[config.mk]
export PLATFORM = sky130hd
export DESIGN_NAME = div_share_ctrl_flat
export DESIGN_NICKNAME = d
export VERILOG_FILES = /design/src/rtl/div_share_ctrl_if.sv /design/src/rtl/div_share_ctrl.sv /design/src/flat_wrapper.sv
export SDC_FILE = /design/constraint.sdc
export NUM_CORES = 1
export LEC_CHECK = 0
export CAP_MARGIN = 0
export CELL_PAD_IN_SITES_DETAIL_PLACEMENT = 1
export CELL_PAD_IN_SITES_GLOBAL_PLACEMENT = 2
export CORE_ASPECT_RATIO = 0.7
export CORE_UTILIZATION = 21
export CTS_CLUSTER_DIAMETER = 100
export DETAILED_ROUTE_END_ITERATION = 8
export GPL_TIMING_DRIVEN = 0
export PLACE_DENSITY = 0.77
export SLEW_MARGIN = 20
export SYNTH_ARGS = -nofsm -noshare
export SYNTH_HDL_FRONTEND = slang
export SYNTH_SLANG_ARGS = --single-unit
[constraint.sdc]
create_clock -name clk -period 1.64 [get_ports clk]
set_input_delay 0.328 -clock clk [delete_from_list [all_inputs] [get_ports clk]]
set_output_delay 0.328 -clock clk [all_outputs]
set_load 0.02 [all_outputs]
[src/rtl/div_share_ctrl_if.sv]
// Request, divider and response signals between div_share_ctrl and its environment.
interface div_share_ctrl_if #(
    parameter int unsigned W    = 8,
    parameter int unsigned NREQ = 2,
    parameter int unsigned IDW  = 1
);
    logic [NREQ-1:0]   req_valid;
    logic [NREQ*W-1:0] req_dividend;
    logic [NREQ*W-1:0] req_divisor;
    logic [NREQ-1:0]   req_ready;

    logic [W-1:0]      div_dividend;
    logic [W-1:0]      div_divisor;
    logic [W-1:0]      div_quotient;
    logic [W-1:0]      div_remainder;

    logic              rsp_valid;
    logic              rsp_ready;
    logic [IDW-1:0]    rsp_id;
    logic [W-1:0]      rsp_quotient;
    logic [W-1:0]      rsp_remainder;
    logic              rsp_dbz;

    // Environment side: requesters, response consumer and the shared divider.
    modport master (
        output req_valid, req_dividend, req_divisor, rsp_ready,
               div_quotient, div_remainder,
        input  req_ready, div_dividend, div_divisor,
               rsp_valid, rsp_id, rsp_quotient, rsp_remainder, rsp_dbz
    );

    // Controller side.
    modport slave (
        input  req_valid, req_dividend, req_divisor, rsp_ready,
               div_quotient, div_remainder,
        output req_ready, div_dividend, div_divisor,
               rsp_valid, rsp_id, rsp_quotient, rsp_remainder, rsp_dbz
    );
endinterface

[src/rtl/div_share_ctrl.sv]
// Round-robin controller sharing one combinational divider among NREQ requesters.
module div_share_ctrl #(
    parameter int unsigned W    = 8,
    parameter int unsigned NREQ = 2,
    parameter int unsigned IDW  = 1
) (
    input  logic             clk,
    input  logic             rst,
    div_share_ctrl_if.slave  bus
);
    typedef enum logic [1:0] {
        IDLE = 2'd0,
        CALC = 2'd1,
        RESP = 2'd2
    } state_t;

    state_t          state_q;
    state_t          state_d;
    logic [IDW-1:0]  ptr_q;
    logic [IDW-1:0]  gnt_q;
    logic [IDW-1:0]  gsel;
    logic            found;
    logic            accept;
    logic [NREQ-1:0] ready;
    logic [W-1:0]    sel_dividend;
    logic [W-1:0]    sel_divisor;
    logic [W-1:0]    dvd_q;
    logic [W-1:0]    dvs_q;
    logic [W-1:0]    quo_q;
    logic [W-1:0]    rem_q;
    logic [IDW-1:0]  id_q;
    logic            vld_q;
    logic            dbz_q;

    // Round-robin pick: first valid requester after the last granted one.
    always_comb begin
        found = 1'b0;
        gsel  = '0;
        for (int unsigned k = 1; k <= NREQ; k++) begin
            if (!found && bus.req_valid[(32'(ptr_q) + k) % NREQ]) begin
                found = 1'b1;
                gsel  = IDW'((32'(ptr_q) + k) % NREQ);
            end
        end
        sel_dividend = bus.req_dividend[32'(gsel) * W +: W];
        sel_divisor  = bus.req_divisor[32'(gsel) * W +: W];
    end

    // Next state and the combinational one-hot acceptance strobe.
    always_comb begin
        state_d = state_q;
        accept  = 1'b0;
        ready   = '0;
        case (state_q)
            IDLE: begin
                if (!rst && found) begin
                    accept  = 1'b1;
                    state_d = CALC;
                    for (int unsigned i = 0; i < NREQ; i++) begin
                        ready[i] = (gsel == IDW'(i));
                    end
                end
            end
            CALC: state_d = RESP;
            RESP: begin
                if (bus.rsp_ready) begin
                    state_d = IDLE;
                end
            end
            default: state_d = IDLE;
        endcase
    end

    // State register.
    always_ff @(posedge clk) begin
        if (rst) begin
            state_q <= IDLE;
        end else begin
            state_q <= state_d;
        end
    end

    // Operand capture, result capture (with local divide-by-zero) and response hold.
    always_ff @(posedge clk) begin
        if (rst) begin
            ptr_q <= IDW'(NREQ - 1);
            gnt_q <= '0;
            dvd_q <= '0;
            dvs_q <= '0;
            quo_q <= '0;
            rem_q <= '0;
            id_q  <= '0;
            vld_q <= 1'b0;
            dbz_q <= 1'b0;
        end else begin
            if (accept) begin
                dvd_q <= sel_dividend;
                dvs_q <= sel_divisor;
                gnt_q <= gsel;
                ptr_q <= gsel;
            end
            if (state_q == CALC) begin
                if (dvs_q != '0) begin
                    quo_q <= bus.div_quotient;
                    rem_q <= bus.div_remainder;
                    dbz_q <= 1'b0;
                end else begin
                    quo_q <= '1;
                    rem_q <= dvd_q;
                    dbz_q <= 1'b1;
                end
                id_q  <= gnt_q;
                vld_q <= 1'b1;
            end
            if (state_q == RESP && bus.rsp_ready) begin
                vld_q <= 1'b0;
            end
        end
    end

    assign bus.req_ready     = ready;
    assign bus.div_dividend  = dvd_q;
    assign bus.div_divisor   = dvs_q;
    assign bus.rsp_valid     = vld_q;
    assign bus.rsp_id        = id_q;
    assign bus.rsp_quotient  = quo_q;
    assign bus.rsp_remainder = rem_q;
    assign bus.rsp_dbz       = dbz_q;
endmodule

[src/flat_wrapper.sv]
// flat-port wrapper written by rule: the top's interface ports become plain ports
module div_share_ctrl_flat 
#(
    parameter int unsigned W    = 8,
    parameter int unsigned NREQ = 2,
    parameter int unsigned IDW  = 1
)
  (clk, rst, bus_req_valid, bus_req_dividend, bus_req_divisor, bus_rsp_ready, bus_div_quotient, bus_div_remainder, bus_req_ready, bus_div_dividend, bus_div_divisor, bus_rsp_valid, bus_rsp_id, bus_rsp_quotient, bus_rsp_remainder, bus_rsp_dbz);
  div_share_ctrl_if #(.W(W), .NREQ(NREQ), .IDW(IDW)) bus_i ();
  input  logic clk;
  input  logic rst;
  input wire logic [$bits(bus_i.req_valid)-1:0] bus_req_valid;
  input wire logic [$bits(bus_i.req_dividend)-1:0] bus_req_dividend;
  input wire logic [$bits(bus_i.req_divisor)-1:0] bus_req_divisor;
  input wire logic [$bits(bus_i.rsp_ready)-1:0] bus_rsp_ready;
  input wire logic [$bits(bus_i.div_quotient)-1:0] bus_div_quotient;
  input wire logic [$bits(bus_i.div_remainder)-1:0] bus_div_remainder;
  output wire logic [$bits(bus_i.req_ready)-1:0] bus_req_ready;
  output wire logic [$bits(bus_i.div_dividend)-1:0] bus_div_dividend;
  output wire logic [$bits(bus_i.div_divisor)-1:0] bus_div_divisor;
  output wire logic [$bits(bus_i.rsp_valid)-1:0] bus_rsp_valid;
  output wire logic [$bits(bus_i.rsp_id)-1:0] bus_rsp_id;
  output wire logic [$bits(bus_i.rsp_quotient)-1:0] bus_rsp_quotient;
  output wire logic [$bits(bus_i.rsp_remainder)-1:0] bus_rsp_remainder;
  output wire logic [$bits(bus_i.rsp_dbz)-1:0] bus_rsp_dbz;
  assign bus_i.req_valid = bus_req_valid;
  assign bus_i.req_dividend = bus_req_dividend;
  assign bus_i.req_divisor = bus_req_divisor;
  assign bus_i.rsp_ready = bus_rsp_ready;
  assign bus_i.div_quotient = bus_div_quotient;
  assign bus_i.div_remainder = bus_div_remainder;
  assign bus_req_ready = bus_i.req_ready;
  assign bus_div_dividend = bus_i.div_dividend;
  assign bus_div_divisor = bus_i.div_divisor;
  assign bus_rsp_valid = bus_i.rsp_valid;
  assign bus_rsp_id = bus_i.rsp_id;
  assign bus_rsp_quotient = bus_i.rsp_quotient;
  assign bus_rsp_remainder = bus_i.rsp_remainder;
  assign bus_rsp_dbz = bus_i.rsp_dbz;
  div_share_ctrl #(.W(W), .NREQ(NREQ), .IDW(IDW)) u_core (.clk(clk), .rst(rst), .bus(bus_i));
endmodule
==> key figures <==
Clock tree
  • # hold bufs at CTS: 0
  • CTS tree: built
  • Clock buffer count from CTS: 5
  • Clock root cell: clkbuf_16
  • Worst-Skew Late Latency: 0.28 ns
  • CTS Buffer Depth: 2
  • CTS clk-pin slew, worst paths: roughly 0.060 ns
  • Clock tree sinks: 39
  • H-tree levels: 2

Timing
  • Slew HR: approximately two thirds
  • Final Hold Viols: 0
  • Hold_ws: 0.384 ns
  • Peak Freq: around 570 MHz
  • RSZ-0062 raised after global routing: true
  • Final Slew Violations: 0
  • Worst Skew: between 0.007 and 0.008 ns
  • Slew @ Worst Pin: between 0.4 and 0.5 ns
  • Final Worst Setup Slack: -0.110 ns
  • Setup violations, final: 1
  • Fin crit period: 1.75 ns
  • Final period util: 107%

Route
  • WL met2: ~2.8 mm
  • DRC Markers: 0
  • Detailed Route WL: around 6.3 mm
  • Met3 wire len: between 200 and 300 um
  • Routed length per instance: between 15 and 20 um
  • Met1 WL: between 3 and 4 mm
  • Vias: roughly 1800
  • DR top layer: met4
  • Vias per cell: approximately 4.8
  • Final ANT Viol Nets: 0
  • 1st-pass router iterations: 4
  • DR iter-0 viols: 36

Synth
  • Distinct cells, synth: 30
  • Top FF cell, synth: dfxtp_1
  • Async set-or-reset flop fraction in the synthesized netlist: 0%
  • Synth area leaders: dfxtp_1 (47%), a221o_1 (9.6%), and4_1 (8.4%)
  • Synth cell count leaders: dfxtp_1 (39), nor2_1 (25), a221o_1 (16), and4_1 (16), nand3_1 (9)
  • Sequential area share after synthesis: ~47%
  • Cells after Synth: 172
  • Number of synthesized register bits: 39
  • YS warnings: 0
  • Syn Nets: around 230
  • Top cell type by total area after synthesis: dfxtp_1
  • Average size of a mapped cell: just under 10 um^2
  • Synth top area share: between 40% and 50%
  • Top-count cell post-synth: dfxtp_1
  • Mapped cell area: approximately 0.0017 mm^2
  • Post-synth EDFFs: 0

Critical path
  • R2R Path Start: u_core.bus.div_divisor[7]
  • FF-to-FF End: u_core.bus.rsp_remainder[0]
  • Setup Crit Path Kind: flop to output pin
  • R2R depth: 3
  • CP startpoint kind: flop
  • Crit path DAT: approximately 1.4 ns
  • Worst Setup EP: bus_req_ready[1]
  • Worst reg-to-reg setup slack: about 0.030 ns
  • Worst-path fanout max: 4
  • Crit end category: output pin
  • Worst path required time: 1.31 ns
  • CP startpoint: u_core.state_q[0]

Global route
  • Global route total overflow: 0
  • Largest net degree at the start of global routing: 17
  • Initial antenna violation count: 0
  • First-pass GRT wire length: ~10 mm
  • Vias in the first global route: 1877
  • GRT Total Usage: roughly 16%

Floorplan
  • Initial Util: 22.3%
  • IO Pins: 90
  • Die X: ~110 um
  • DIE AREA: 0.00834 mm^2
  • Cell Rows: 26
  • Core Area: 0.00751 mm^2
  • Die H: approximately 77 um

Status
  • Outcome: finished with violations
  • Failing checks: setup timing

Power
  • Leakage power: between 1 and 1.5 nW
  • Clk pwr share: 35.5%
  • Pwr dens: approximately 1100 mW/mm^2
  • Combinational share of power: 28.4%
  • P_sw: 0.000931 W
  • Sequential power share: a little over a third
  • Sw Ratio: 29.6%
  • Max IR drop VDD: roughly 400 uV
  • Pint: 0.00221 W

Placement
  • HPWL after detailed placement: approximately 4.8 mm
  • GPL Wtd Cong: 0.739
  • Port bufs: 89

Finish
  • Fraction of layout cells with a size suffix above 1: between 10% and 20%
  • Nets: 330
  • Ant. Diodes: 0
  • P&R area growth vs syn: 76.5%
  • Fin util: 39.3%

Job
  • Max_cap viols: 0

Hold path
  • Hold crit path type: primary input to flop
cells in the final DEF, fill, tap and decap left out, drive strengths merged, types with 9 or more instances in the layout:
master,instances
and4,16
clkdlybuf4s50,71
clkbuf,11
nand3,9
nor2,25
a221o,16
buf,20
dfxtp,39
dlygate4sd2,11
cell type report:
| cell class | count | area [um^2] |
|---|---|---|
| fillers | 841 | 4560 |
| repair buffers | 102 | 982 |
| multi-input cells | 118 | 832 |
| flip-flops and latches | 39 | 788 |
| clock buffers | 5 | 125 |
| well taps | 98 | 123 |
| plain buffers | 10 | 56.3 |
| clock inverters | 3 | 43.8 |
| inverters | 1 | 3.75 |
power groups by stage:
stage | Sequential [W] | Clock (W) | Combinational, W
floorplan | 0.00125 | 0 | 0.000309
global placement | 0.00116 | 0 | 0.000828
detailed placement | 0.00116 | 0 | 0.000840
CTS | 0.00114 | 0.00114 | 0.000866
global route | 0.00115 | 0.00119 | 0.000959
finish | 0.00113 | 0.00112 | 0.000892
stage by stage:
step                cell area (um^2)  std cells  total power (W)  worst slack, ns  TNS [ns]
floorplan                       1670        172          0.00156            0.149         0
global placement                2690        359          0.00199            -1.25     -8.94
detailed placement              2690        359          0.00200            -1.21     -8.98
CTS                             2910        373          0.00314          -0.0575   -0.0575
global route                    2950        376          0.00329           -0.134    -0.185
finish                          2950        376          0.00314           -0.110    -0.110
worst max-delay path, cell delays in order (launching register included):
cell	delay (ns)
dfxtp_4	0.35
nor3_4	0.28
clkbuf_8	0.20
and3_4	0.20
buf_6	0.12
state kept, by name, summed over array words and instances (netlist names):
name                      flops
u_core.ptr_q                  1
u_core.gnt_q                  1
u_core.bus.div_dividend       8
u_core.bus.rsp_id             1
u_core.bus.rsp_dbz            1
u_core.bus.rsp_remainder      8
u_core.bus.rsp_quotient       8
u_core.state_q                2
u_core.bus.div_divisor        8
u_core.bus.rsp_valid          1
repair_timing:
item,in CTS,in global routing
pin swaps,3,3
resized for setup,32,12
endpoints found under the setup margin,24,25
setup buffers,7,6
worst min-delay path by stage:
stage | slack (ns) | cells after the start | startpoint | to
2_1_floorplan | 0.42 | 1 | rst | u_core.ptr_q
3_3_place_gp | 0.44 | 1 | u_core.gnt_q | u_core.gnt_q
3_5_place_dp | 0.44 | 1 | u_core.gnt_q | u_core.gnt_q
4_1_cts | 0.45 | 1 | u_core.gnt_q | u_core.gnt_q
5_1_grt | 0.40 | 2 | rst | u_core.ptr_q
6_report | 0.38 | 2 | rst | u_core.ptr_q
cells by family after synthesis:
kind of cell	share of synthesized area (%)
AND/OR/NAND/NOR	26.2
AO/OA/AOI/OAI	22.4
flip-flops	46.6
buffers and inverters	4.71
per-layer routing:
layer  global-route usage (%)  vias to the layer above
met5                        0                        -
met4                     4.46                        0
met3                     3.06                        8
met2                     24.2                       46
met1                     21.5                      854
li1                         -                      880
No activity file was read; power rests on OpenSTA's default activity.
